===== src/rtl/seq_pkg.sv =====
// Shared types and constants for the fetch/execute sequencer.
package seq_pkg;

    typedef enum logic [1:0] {
        S_IDLE,
        S_FETCH,
        S_EXEC,
        S_MEM
    } seq_state_t;

    localparam logic [1:0] MODE_BZ  = 2'd0;
    localparam logic [1:0] MODE_BNZ = 2'd1;
    localparam logic [1:0] MODE_JMP = 2'd2;
    localparam logic [1:0] MODE_JMR = 2'd3;

    localparam logic [5:0] OP_LD  = 6'd16;
    localparam logic [5:0] OP_ST  = 6'd17;
    localparam logic [5:0] OP_JMR = 6'd18;
    localparam logic [5:0] OP_BZ  = 6'd19;
    localparam logic [5:0] OP_BNZ = 6'd20;
    localparam logic [5:0] OP_JMP = 6'd21;

endpackage


===== src/rtl/branch_resolve.sv =====
// Next-PC selection: sequential, conditional/unconditional relative, or register target.
module branch_resolve
    import seq_pkg::*;
#(
    parameter int PC_W = 16
) (
    input  logic [PC_W-1:0] pc,
    input  logic            j,
    input  logic [1:0]      mode_sel,
    input  logic            zero,
    input  logic [15:0]     const_in,
    input  logic [PC_W-1:0] a_val,
    output logic [PC_W-1:0] next_pc
);

    logic [PC_W-1:0] seq_pc;
    logic [PC_W-1:0] off;

    assign seq_pc = pc + PC_W'(1);
    assign off    = PC_W'($signed(const_in));

    always_comb begin
        next_pc = seq_pc;
        if (j) begin
            unique case (mode_sel)
                MODE_BZ:  if (zero)  next_pc = seq_pc + off;
                MODE_BNZ: if (!zero) next_pc = seq_pc + off;
                MODE_JMP: next_pc = seq_pc + off;
                MODE_JMR: next_pc = a_val;
                default:  next_pc = seq_pc;
            endcase
        end
    end

endmodule


===== src/rtl/instr_sequencer.sv =====
// Multi-cycle IDLE/FETCH/EXEC/MEM sequencer with PC and instruction register.
// SEQ_ACK_TIMEOUT_EN adds an ack watchdog with a sticky err flag.
module instr_sequencer
    import seq_pkg::*;
#(
    parameter int              PC_W     = 16,
    parameter logic [PC_W-1:0] RESET_PC = '0,
    parameter int              TIMEOUT  = 255
) (
    input  logic            clk,
    input  logic            rst_n,
    input  logic            run,
    output logic            imem_req,
    output logic [PC_W-1:0] imem_addr,
    input  logic            imem_ack,
    input  logic [31:0]     imem_data,
    output logic [31:0]     op_code,
    input  logic            load_en,
    input  logic            data_sel,
    input  logic            write_en,
    input  logic            J,
    input  logic [1:0]      mode_sel,
    input  logic [15:0]     const_in,
    input  logic [PC_W-1:0] a_val,
    input  logic            zero,
    output logic            reg_we,
    output logic            dmem_req,
    output logic            dmem_we,
    input  logic            dmem_ack,
    output logic [PC_W-1:0] pc,
    output logic            err
);

    seq_state_t      state;
    logic [PC_W-1:0] next_pc;
    logic            mem_op;
    logic            tmo;

    branch_resolve #(.PC_W(PC_W)) u_br (
        .pc       (pc),
        .j        (J),
        .mode_sel (mode_sel),
        .zero     (zero),
        .const_in (const_in),
        .a_val    (a_val),
        .next_pc  (next_pc)
    );

    // Handshake strobes decode straight from the state flop so reset kills them at once.
    assign mem_op    = data_sel | write_en;
    assign imem_req  = (state == S_FETCH);
    assign imem_addr = pc;
    assign dmem_req  = (state == S_MEM);
    assign dmem_we   = dmem_req & write_en;
    assign reg_we    = ((state == S_EXEC) & ~mem_op & load_en)
                     | ((state == S_MEM) & dmem_ack & data_sel);

`ifdef SEQ_ACK_TIMEOUT_EN
    localparam int CNT_W = $clog2(TIMEOUT + 1);

    logic [CNT_W-1:0] cnt;
    logic             waiting;

    assign waiting = ((state == S_FETCH) & ~imem_ack)
                   | ((state == S_MEM) & ~dmem_ack);
    assign tmo     = waiting & (cnt == CNT_W'(TIMEOUT - 1));

    always_ff @(posedge clk or negedge rst_n) begin
        if (!rst_n) begin
            cnt <= '0;
            err <= 1'b0;
        end else begin
            cnt <= (waiting && !tmo) ? cnt + CNT_W'(1) : '0;
            if (tmo) err <= 1'b1;
        end
    end
`else
    assign tmo = 1'b0;
    assign err = 1'b0;
`endif

    always_ff @(posedge clk or negedge rst_n) begin
        if (!rst_n) begin
            state   <= S_IDLE;
            pc      <= RESET_PC;
            op_code <= '0;
        end else begin
            unique case (state)
                S_IDLE: begin
                    if (run && !err) state <= S_FETCH;
                end
                S_FETCH: begin
                    if (imem_ack) begin
                        op_code <= imem_data;
                        state   <= S_EXEC;
                    end else if (tmo) begin
                        state <= S_IDLE;
                    end
                end
                S_EXEC: begin
                    if (mem_op) begin
                        state <= S_MEM;
                    end else begin
                        pc    <= next_pc;
                        state <= run ? S_FETCH : S_IDLE;
                    end
                end
                S_MEM: begin
                    if (dmem_ack) begin
                        pc    <= pc + PC_W'(1);
                        state <= run ? S_FETCH : S_IDLE;
                    end else if (tmo) begin
                        state <= S_IDLE;
                    end
                end
                default: state <= S_IDLE;
            endcase
        end
    end

endmodule


===== config.mk =====
export PLATFORM = sky130hd
export DESIGN_NAME = instr_sequencer
export DESIGN_NICKNAME = d
export VERILOG_FILES = /design/src/rtl/seq_pkg.sv /design/src/rtl/branch_resolve.sv /design/src/rtl/instr_sequencer.sv
export SDC_FILE = /design/constraint.sdc
export NUM_CORES = 1
export LEC_CHECK = 0
export ABC_CLOCK_PERIOD_IN_PS = 4900
export CAP_MARGIN = 15
export CORE_ASPECT_RATIO = 1.25
export CORE_UTILIZATION = 48
export CTS_CLUSTER_SIZE = 30
export DETAILED_ROUTE_END_ITERATION = 6
export PLACE_DENSITY = 0.88
export SYNTH_ARGS = -nofsm -noshare
export SYNTH_HDL_FRONTEND = slang
export SYNTH_SLANG_ARGS = --single-unit

===== constraint.sdc =====
create_clock -name clk -period 4.9 [get_ports clk]
set_clock_uncertainty 0.15 [all_clocks]
set_input_delay 0.98 -clock clk [delete_from_list [all_inputs] [get_ports clk]]
set_output_delay 0.98 -clock clk [all_outputs]
set_load 0.03 [all_outputs]

---- Word level (Yosys, flattened, before mapping) ----
Cells that the tools add are included.
W data, S select, Z words.
operators by class
  add/subtract/negate cells ............... 2
  equal/unequal tests ..................... 10
  muxes and demuxes ....................... 13
  bitwise gates (word level) .............. 8
  reduce and logical (&&, ||, !) cells .... 6
operator list
  operator                 number
  $mux W16                 5
  $pmux W16 S4             1
  $pmux W16 S2             1
  $add A16 B1 Y16 const B  1
  $add A16 B16 Y16         1
  $eq A2 B2 Y1 const B     4
  $mux W2                  4
  $pmux W2 S4              1
  $reduce_and A3 Y1        2
  $and A1 B1 Y1            5
  $eq A2 B1 Y1 const B     2
  $logic_not A2 Y1         2
  $ne A2 B1 Y1 const B     2
  $ne A2 B2 Y1 const B     2
  $or A1 B1 Y1             2
  $reduce_and A2 Y1        1
  $reduce_bool A2 Y1       1
  $mux W1                  1
  $not A1 Y1               1
storage, ports and cells
  register bits after elaboration ......... 50

---- Depth between registers and ports, before layout ----
Gate-level depths: netlist (run 1).
  depth after elaboration ................. 7
  depth in mapped cells ................... 13

---- Modules after synthesis ----
Synthesis (run 1) repeated with hierarchy kept, for this count alone.
unflattened totals
  cells, all modules ...................... 427
  area total of the unflattened synthesis .. 3967.6 um2
by module, submodules not included
  module           instances  cells an instance  area each (um2)  seq. area each (um2)
  instr_sequencer  1          224                2494.9           1251.2
  branch_resolve   1          203                1472.7           0.0

---- Worst setup path after synthesis (run 1) ----
OpenSTA, ideal clock, no wires.
  path kind ............................... register to register
  start point ............................. reg pc[1] (netlist: imem_addr[1])
  end point ............................... reg pc[14] (netlist: imem_addr[14])
  library setup time ...................... 0.131 ns
  arrival time ............................ 3.053 ns
  required time ........................... 4.619 ns
  slack ................................... 1.565 ns
  cell stages (with the launch flop) ...... 13
  period minus slack after synthesis ...... 3.335 ns
  path through ............................ dfrtp_1 ha_1 clkbuf_1 inv_1 or3_1 xnor2_1 ha_1 and3_1 nand2_1 a211oi_1 o211ai_1 and3_1 or3_1
on the way
  cells in the longest elaborated chain, start to end .. 7
RTL lines
  element                      line                                                              source
  start, declared              instr_sequencer.sv:30                                             output logic [PC_W-1:0] pc,
  start signal, assigned       instr_sequencer.sv:104                                            pc <= next_pc;
  start signal, assigned       instr_sequencer.sv:110                                            pc <= pc + PC_W'(1);
  $add A16 B1 Y16 *            branch_resolve.sv:19, instr_sequencer.sv:110
  $add A16 B16 Y16             branch_resolve.sv:26, branch_resolve.sv:27, branch_resolve.sv:28
  $mux W16 (on tied branches)  branch_resolve.sv:27, branch_resolve.sv:26
  $pmux W16 S4                 branch_resolve.sv:25                                              unique case (mode_sel)
  $mux W16                     branch_resolve.sv:24                                              if (j) begin
  $mux W16                     instr_sequencer.sv:101                                            if (mem_op) begin
  $pmux W16 S2 *               instr_sequencer.sv:88                                             unique case (state)
Mark *: on every way between the ends. The rest lies on a longest branch, timed or not. The select of a mux whose other input is x is not followed.
A chain may end at the register's enable or synchronous reset.

---- Worst setup path in the final report (run 1) ----
  start point ............................. in write_en
  end point ............................... out reg_we
on the way
  cells in the longest elaborated chain, start to end .. 5
RTL lines
  element                      line                   source
  start, declared              instr_sequencer.sv:20  input logic write_en,
  $or A1 B1 Y1                 instr_sequencer.sv:50  assign mem_op = data_sel | write_en;
  $not A1 Y1                   instr_sequencer.sv:55  assign reg_we = ((state == S_EXEC) & ~mem_op & load_en)
  $and A1 B1 Y1 (2 in series)  instr_sequencer.sv:55
  $or A1 B1 Y1                 instr_sequencer.sv:56  | ((state == S_MEM) & dmem_ack & data_sel);
  end, declared                instr_sequencer.sv:26  output logic reg_we,
Every way passes these cells.

==> results of run 1 <==
==> through the flow <==
| step | std cells | total power [mW] |
|---|---|---|
| 6_report | 600 | 3.37 |
| 5_1_grt | 600 | 3.57 |
| 4_1_cts | 599 | 3.36 |
| 3_5_place_dp | 591 | 3.11 |
| 3_3_place_gp | 591 | 3.05 |
| 2_1_floorplan | 387 | 2.34 |
==> routing by layer <==
| layer | routed length (um) | share of wire, % | track usage [%] | vias up |
|---|---|---|---|---|
| met1 | 4310 | 40 | 34.3 | 1681 |
| met4 | 176 | 1.6 | 8.38 | 0 |
| met3 | 892 | 8.3 | 3.85 | 14 |
| met2 | 5350 | 50 | 48.3 | 184 |
| met5 | 0 | 0 | 0 | - |
| li1 | - | - | - | 1656 |
==> worst max path at each step <==
stage	slack [ns]	end	startpoint
after floorplan	1.57	imem_addr[14]$_DFFE_PN0P_	imem_addr[1]$_DFFE_PN0P_
after global placement	1.02	reg_we	write_en
after detailed placement	0.91	reg_we	write_en
after CTS	0.90	reg_we	write_en
after global routing	0.77	reg_we	write_en
final	0.87	reg_we	write_en
==> cell usage in the layout, fill, tap and decap left out, drive strengths merged, types with 3 or more instances in the layout <==
cell,instances
a22o,3
dfrtp,50
nor2,16
nand4,7
o21a,7
clkdlybuf4s50,142
and2,6
a32oi,3
xor2,10
nor3,6
inv,11
nor2b,4
a31o,3
buf,6
a22oi,8
mux2,33
xnor2,14
ha,20
nand3,13
a221oi,5
a21o,5
o211ai,5
o31ai,4
or3,7
nand2,27
a211oi,5
a21oi,21
clkbuf,6
and3,5
o21ai,27
==> area by class of cell <==
type | count | area (um^2) | share of cell area (%)
Tap cell | 92 | 115 | 2.25
Clock buffer | 6 | 82.6 | 1.61
Sequential cell | 50 | 1250 | 24.4
Timing Repair Buffer | 148 | 1480 | 28.8
Clock inverter | 2 | 12.5 | 0.244
Multi-Input combinational cell | 291 | 2140 | 41.9
Inverter | 11 | 41.3 | 0.806
==> registers in the layout, indices dropped and copies added, names as in the netlist <==
signal,cells
imem_addr,16
op_code,32
state,2
==> cells by family after synthesis <==
family / share of synthesized area (%)
buffers and inverters: 6.67
AO/OA/AOI/OAI: 20.8
other: 0.103
XOR/XNOR: 5.78
multiplexers: 10.2
flip-flops: 34.4
AND/OR/NAND/NOR: 14.6
adder cells (fa/ha/maj): 7.43
==> power by group through the flow <==
stage | combinational (mW) | clock [mW] | sequential (mW)
final | 2.27 | 0.248 | 0.853
after CTS | 2.26 | 0.251 | 0.849
after global placement | 2.21 | 0 | 0.836
after global routing | 2.42 | 0.266 | 0.882
after detailed placement | 2.26 | 0 | 0.857
after floorplan | 1.16 | 0 | 1.17
==> critical path, delay by kind of cell <==
family	cells	cell delay, ns
AOI/OAI and AO/OA	1	0.08
buffers and inverters	2	1.20
and+or+nand+nor	2	0.64
==> flow_metrics.py, run 1 <==
metrics = {
    "status": {
        "status": "finished, final reports clean",
    },
    "global_route": {
        "gr-usage-all-layers_pct": 27.4,
        "grt_pass1_wl_um": 17000,
        "grt_overflow_total": 0,
        "first_global_vias": 3464,
        "grt_max_degree": 51,
        "number_of_antenna_violations_at_the_first_check_in_global_routing": 0,
    },
    "drt": {
        "first_pass_iters": 4,
        "totalWireLength_um": 10700,
        "drtIter0Drc": 166,
        "dr_total_vias": 3535,
        "post_drt_via_cell_ratio": 5.89,
        "antenna_violation_net_count_after_detailed_routing": 0,
        "drc": 0,
        "avgRoutedWirePerCell_um": 17.9,
    },
    "critical_path": {
        "cp_common_cell": "sky130_fd_sc_hd__clkdlybuf4s50_1",
        "required_time_of_the_critical_path_ns": 3.77,
        "worstReg2RegStart": "imem_addr[0]$_DFFE_PN0P_",
        "rr_worst_depth": 11,
        "worst_r2r_endpoint": "imem_addr[14]$_DFFE_PN0P_",
        "crit_fanout": 4,
        "end_kind": "output port",
        "start_kind": "input port",
        "cp_cell_sequence": "clkdlybuf4s50_1 > nor4b_1 > a31oi_1 > nor2_1 > clkdlybuf4s50_1",
        "critPathKind": "input port to output port",
        "highest_delay_cell_along_the_critical_path": "sky130_fd_sc_hd__clkdlybuf4s50_1",
        "worst-r2r-setup-slack_ns": 1.25,
        "critical_path.max_stage_delay_ns": 0.73,
        "worst_ep_arrival_time_ns": 2.90,
    },
    "timing": {
        "rsz_0062_raised_after_global_routing": "no",
        "whs_ns": 0.363,
        "report.final.slew_viol_count": 0,
        "tightest_slew_ns": 0.856,
        "fmaxAchievable_mhz": 248,
        "worst_slew_margin_rel_pct": 42.8,
        "period_minus_slack_ns": 4.03,
        "timing.final.ws_setup_ns": 0.872,
        "setup_viol_count_final": 0,
        "layout_worst_path_cycle_share_pct": 82.2,
        "timing_hold_violations_final": 0,
        "timing.setup.tns_ns": 0,
    },
    "cells_and_area": {
        "antennaDiodeCount": 0,
        "post_route_cells_drive_above_1_share_pct": 10.8,
        "fillCellCount": 544,
        "cell_area_after_layout_um2": 5120,
        "final_core_utilization_pct": 69.6,
        "finalNetCount": 604,
        "synthToLayoutAreaGrowth_pct": 40.8,
    },
    "hold_path": {
        "worstHoldEndpoint": "op_code[26]$_DFFE_PN0P_",
        "hold_path.class": "flip-flop to flip-flop",
        "worstHoldStart": "op_code[26]$_DFFE_PN0P_",
        "cells_on_worst_hold_path": 1,
    },
    "die": {
        "design.core.area_um2": 7360,
        "dieWidth_um": 79.9,
        "die_area_um2": 7930,
        "fp-row-count": 35,
        "pin_count": 145,
        "initial_core_util_pct": 49.5,
        "fp.dieH_um": 99.3,
    },
    "logic_synthesis": {
        "synthArstFlopShare_pct": 100,
        "ys_top_cells_by_area": "sky130_fd_sc_hd__dfrtp_1 34%, sky130_fd_sc_hd__mux2_2 10%, sky130_fd_sc_hd__ha_1 6.9%",
        "synth.top_cells.by_count": "50 x sky130_fd_sc_hd__dfrtp_1, 33 x sky130_fd_sc_hd__mux2_2, 27 x sky130_fd_sc_hd__nand2_1, 26 x sky130_fd_sc_hd__o21ai_0, 21 x sky130_fd_sc_hd__a21oi_1",
        "post_synth_inst_count": 387,
        "synthDominantAreaCellType": "sky130_fd_sc_hd__dfrtp_1",
        "post_synth_edffs": 0,
        "post_synth_instance_area_um2": 3640,
        "yosys.cell_types.count": 55,
        "syn-mean-instance-area_um2": 9.40,
        "yosys.cell_count.top_type": "sky130_fd_sc_hd__dfrtp_1",
        "ys_seq_elements": 50,
        "ys_seq_area_share_pct": 34.4,
        "synth_nets": 484,
        "synth_top_area_share_pct": 34.4,
        "ys_warn_count": 0,
        "synth-main-ff-cell": "sky130_fd_sc_hd__dfrtp_1",
    },
    "pwr": {
        "net_switching_fraction_of_the_power_pct": 48.5,
        "ir_worst_vdd_v": 0.000394,
        "net_switching_mw": 1.64,
        "p_comb_share_pct": 67.4,
        "total_leakage_power_nw": 2.04,
        "power.density_cell_area_nw_per_um2": 659,
        "power.internal_mw": 1.74,
        "seq_power_share_pct": 25.3,
        "p_clk_share_pct": 7.4,
    },
    "cts": {
        "postCtsResizedCells": 0,
        "cts_tree": "done",
        "tritoncts.num_buffers": 5,
        "root_buffer": "sky130_fd_sc_hd__clkbuf_8",
        "worst_skew_pair.late_latency_ns": 0.30,
        "post-cts-setup-buffers": 0,
        "cts-hold-fix-buffers": 0,
        "sinks_on_clock_net": 50,
        "clkSlewWorstSetupHoldPaths_ns": 0.09,
        "cts_buffer_depth": 2,
        "htree_levels": 2,
    },
    "placed_design": {
        "io_buffer_count": 143,
        "globalplace.congestion": 0.949,
        "dpl_worst_slack_ns": 0.914,
        "dpl_cell_area_um2": 5010,
        "post-dp-hpwl_um": 8500,
    },
    "job": {
        "max_cap_viol_count": 0,
    },
}
Note: power is estimated with default switching activity, not from simulation.
==> run 2: changes to the inputs <==
--- a/config.mk
+++ b/config.mk
@@ -5,13 +5,13 @@
 export SDC_FILE = /design/constraint.sdc
 export NUM_CORES = 1
 export LEC_CHECK = 0
-export ABC_CLOCK_PERIOD_IN_PS = 4900
+export ABC_CLOCK_PERIOD_IN_PS = 3970
 export CAP_MARGIN = 15
 export CORE_ASPECT_RATIO = 1.25
-export CORE_UTILIZATION = 48
+export CORE_UTILIZATION = 44
 export CTS_CLUSTER_SIZE = 30
 export DETAILED_ROUTE_END_ITERATION = 6
-export PLACE_DENSITY = 0.88
+export PLACE_DENSITY = 0.82
 export SYNTH_ARGS = -nofsm -noshare
 export SYNTH_HDL_FRONTEND = slang
 export SYNTH_SLANG_ARGS = --single-unit
==> constraint.sdc (replaced) <==
create_clock -name clk -period 3.97 [get_ports clk]
set_clock_uncertainty 0.15 [all_clocks]
set_input_delay 0.794 -clock clk [delete_from_list [all_inputs] [get_ports clk]]
set_output_delay 0.794 -clock clk [all_outputs]
set_load 0.03 [all_outputs]
==> run 2 against run 1 <==
  * Clock power increased by 49%
  * Routed wire length grew 1.3%
  * Final area up 0.71%
  * Register-to-register slack worse by 1.0 ns
  * Worst setup slack worse by 0.62 ns
  * Critical path depth up 5
  * Critical endpoint is now imem_addr[15]$_DFFE_PN0P_
==> flow_metrics.py, run 2 (synthesis gave the netlist of run 1 again) <==
metrics = {
    "status": {
        "status": "finished, final reports clean",
    },
    "pwr": {
        "p_clk_share_pct": 8.7,
        "net_switching_fraction_of_the_power_pct": 48.1,
        "net_switching_mw": 2.03,
        "p_comb_share_pct": 66.4,
        "total_leakage_power_nw": 2.06,
        "ir_worst_vdd_v": 0.000532,
        "seq_power_share_pct": 24.9,
        "power.density_cell_area_nw_per_um2": 820,
        "report.power.total_mw": 4.23,
        "power.internal_mw": 2.20,
    },
    "critical_path": {
        "worst-path-buf-inv": 0,
        "highest_delay_cell_along_the_critical_path": "sky130_fd_sc_hd__o311ai_0",
        "crit_fanout": 11,
        "start_kind": "flip-flop",
        "critPathKind": "flip-flop to flip-flop",
        "critical_path.max_stage_delay_ns": 0.63,
        "critical_path.startpoint": "imem_addr[0]$_DFFE_PN0P_",
        "cp_cell_sequence": "ha_1 > nand3_1 > xnor2_1 > ha_1 > a211oi_1 > nor2_1 > o311ai_0 > a21oi_1 > xnor2_1 > o21ai_0",
        "end_kind": "flip-flop",
        "worst_ep_arrival_time_ns": 3.81,
        "worstReg2RegStart": "imem_addr[0]$_DFFE_PN0P_",
        "critical-path-top-delay-family": "compound AO/OA/AOI/OAI gates",
        "required_time_of_the_critical_path_ns": 4.05,
    },
    "cts": {
        "worst_skew_pair.late_latency_ns": 0.31,
        "cts_buffer_depth": 2,
        "post-cts-setup-buffers": 0,
        "postCtsResizedCells": 0,
        "tritoncts.num_buffers": 5,
        "clkSlewWorstSetupHoldPaths_ns": 0.09,
        "cts-hold-fix-buffers": 0,
        "sinks_on_clock_net": 50,
        "cts_tree": "done",
        "root_buffer": "sky130_fd_sc_hd__clkbuf_8",
        "htree_levels": 2,
    },
    "drt": {
        "avgRoutedWirePerCell_um": 18.0,
        "dr_total_vias": 3566,
        "post_drt_via_cell_ratio": 5.89,
        "first_pass_iters": 5,
        "drtIter0Drc": 151,
        "drc": 0,
        "totalWireLength_um": 10900,
        "antenna_violation_net_count_after_detailed_routing": 0,
    },
    "cells_and_area": {
        "top_register": "op_code",
        "post_route_cells_drive_above_1_share_pct": 11.2,
        "largest_register_ffs": 32,
        "layout.cells.non_filler": 605,
        "finalNetCount": 606,
        "top_library_cells_by_usage_in_the_layout_fill_and_taps_aside": "142 x sky130_fd_sc_hd__clkdlybuf4s50_1, 50 x sky130_fd_sc_hd__dfrtp_1, 33 x sky130_fd_sc_hd__mux2_2, 27 x sky130_fd_sc_hd__nand2_1, 26 x sky130_fd_sc_hd__o21ai_0",
        "final_core_utilization_pct": 65.5,
        "antennaDiodeCount": 0,
        "most_common_cell_after_layout_fill_and_taps_aside": "sky130_fd_sc_hd__clkdlybuf4s50_1",
        "synthToLayoutAreaGrowth_pct": 41.8,
    },
    "placed_design": {
        "globalplace.congestion": 0.952,
        "post-dp-hpwl_um": 8520,
        "place.detailed.instances": 596,
        "io_buffer_count": 143,
    },
    "timing": {
        "rsz_0062_raised_after_global_routing": "no",
        "whs_ns": 0.161,
        "timing.setup.tns_ns": 0,
        "timing_hold_violations_final": 0,
        "fmaxAchievable_mhz": 269,
        "report.final.slew_viol_count": 0,
        "setup_viol_count_final": 0,
        "period_minus_slack_ns": 3.72,
        "tightest_slew_ns": 1.01,
        "layout_worst_path_cycle_share_pct": 93.8,
        "worst_slew_margin_rel_pct": 32.6,
    },
    "global_route": {
        "first_global_vias": 3391,
        "grt_pass1_wl_um": 17600,
        "number_of_antenna_violations_at_the_first_check_in_global_routing": 0,
        "gr-usage-all-layers_pct": 25.4,
        "grt_overflow_total": 0,
        "grt_max_degree": 48,
    },
    "die": {
        "pin_count": 145,
        "die_area_um2": 8640,
        "fp-row-count": 36,
        "initial_core_util_pct": 46.2,
        "design.core.area_um2": 7880,
        "fp.dieH_um": 104,
        "dieWidth_um": 83.3,
    },
    "hold_path": {
        "hold_path.class": "input port to asynchronous set/reset pin",
    },
    "job": {
        "max_cap_viol_count": 0,
    },
}
run 2: changes by cell type in the layout (fill, tap and decap cells not counted), sizes merged:
cell and delta:
buf +2, bufinv +1, clkbuf -1, clkinvlp -1
inv +1
run 2: layout make-up:
type                    instances  area [um^2]
clock inverters                 3         43.8
repair buffers                150         1490
clock buffers                   5         68.8
fillers                       632         2720
inverters                      11         41.3
well taps                      95          119
multi-input cells             291         2140
flip-flops and latches         50         1250
run 2: worst paths after layout:
| check | end | slack, ns | depth (start not counted) |
|---|---|---|---|
| worst min register to register | op_code[18]$_DFFE_PN0P_ | 0.36 | 1 |
| worst max register to register | imem_addr[15]$_DFFE_PN0P_ | 0.25 | 10 |
| worst min-delay path | op_code[10]$_DFFE_PN0P_ | 0.16 | 1 |
| max in group asynchronous | op_code[3]$_DFFE_PN0P_ | 3.04 | 2 |
| min in group clk | op_code[18]$_DFFE_PN0P_ | 0.36 | 1 |
| worst max-delay path | imem_addr[15]$_DFFE_PN0P_ | 0.25 | 10 |
run 2: power by group through the flow:
stage / registers, mW / clock network (mW) / logic (mW)
after floorplan: 1.44 / 0 / 1.44
after global placement: 1.04 / 0 / 2.74
after detailed placement: 1.06 / 0 / 2.79
after CTS: 1.05 / 0.374 / 2.80
after global routing: 1.10 / 0.395 / 2.98
final: 1.05 / 0.369 / 2.81
run 2: per-stage QoR:
step,instance area [um^2],setup slack (ns)
2_1_floorplan,3640,0.635
3_3_place_gp,5030,0.548
3_5_place_dp,5030,0.425
4_1_cts,5140,0.405
5_1_grt,5160,0.112
6_report,5160,0.247
run 2: per-layer routing:
metal / vias up / wire, um / GRT usage (%) / share of wire [%]
met5: - / 0 / 0 / 0
met4: 0 / 245 / 10.2 / 2.3
met3: 21 / 975 / 5.58 / 9.0
met2: 188 / 5310 / 43.2 / 49
met1: 1693 / 4330 / 30.9 / 40
li1: 1664 / - / - / -
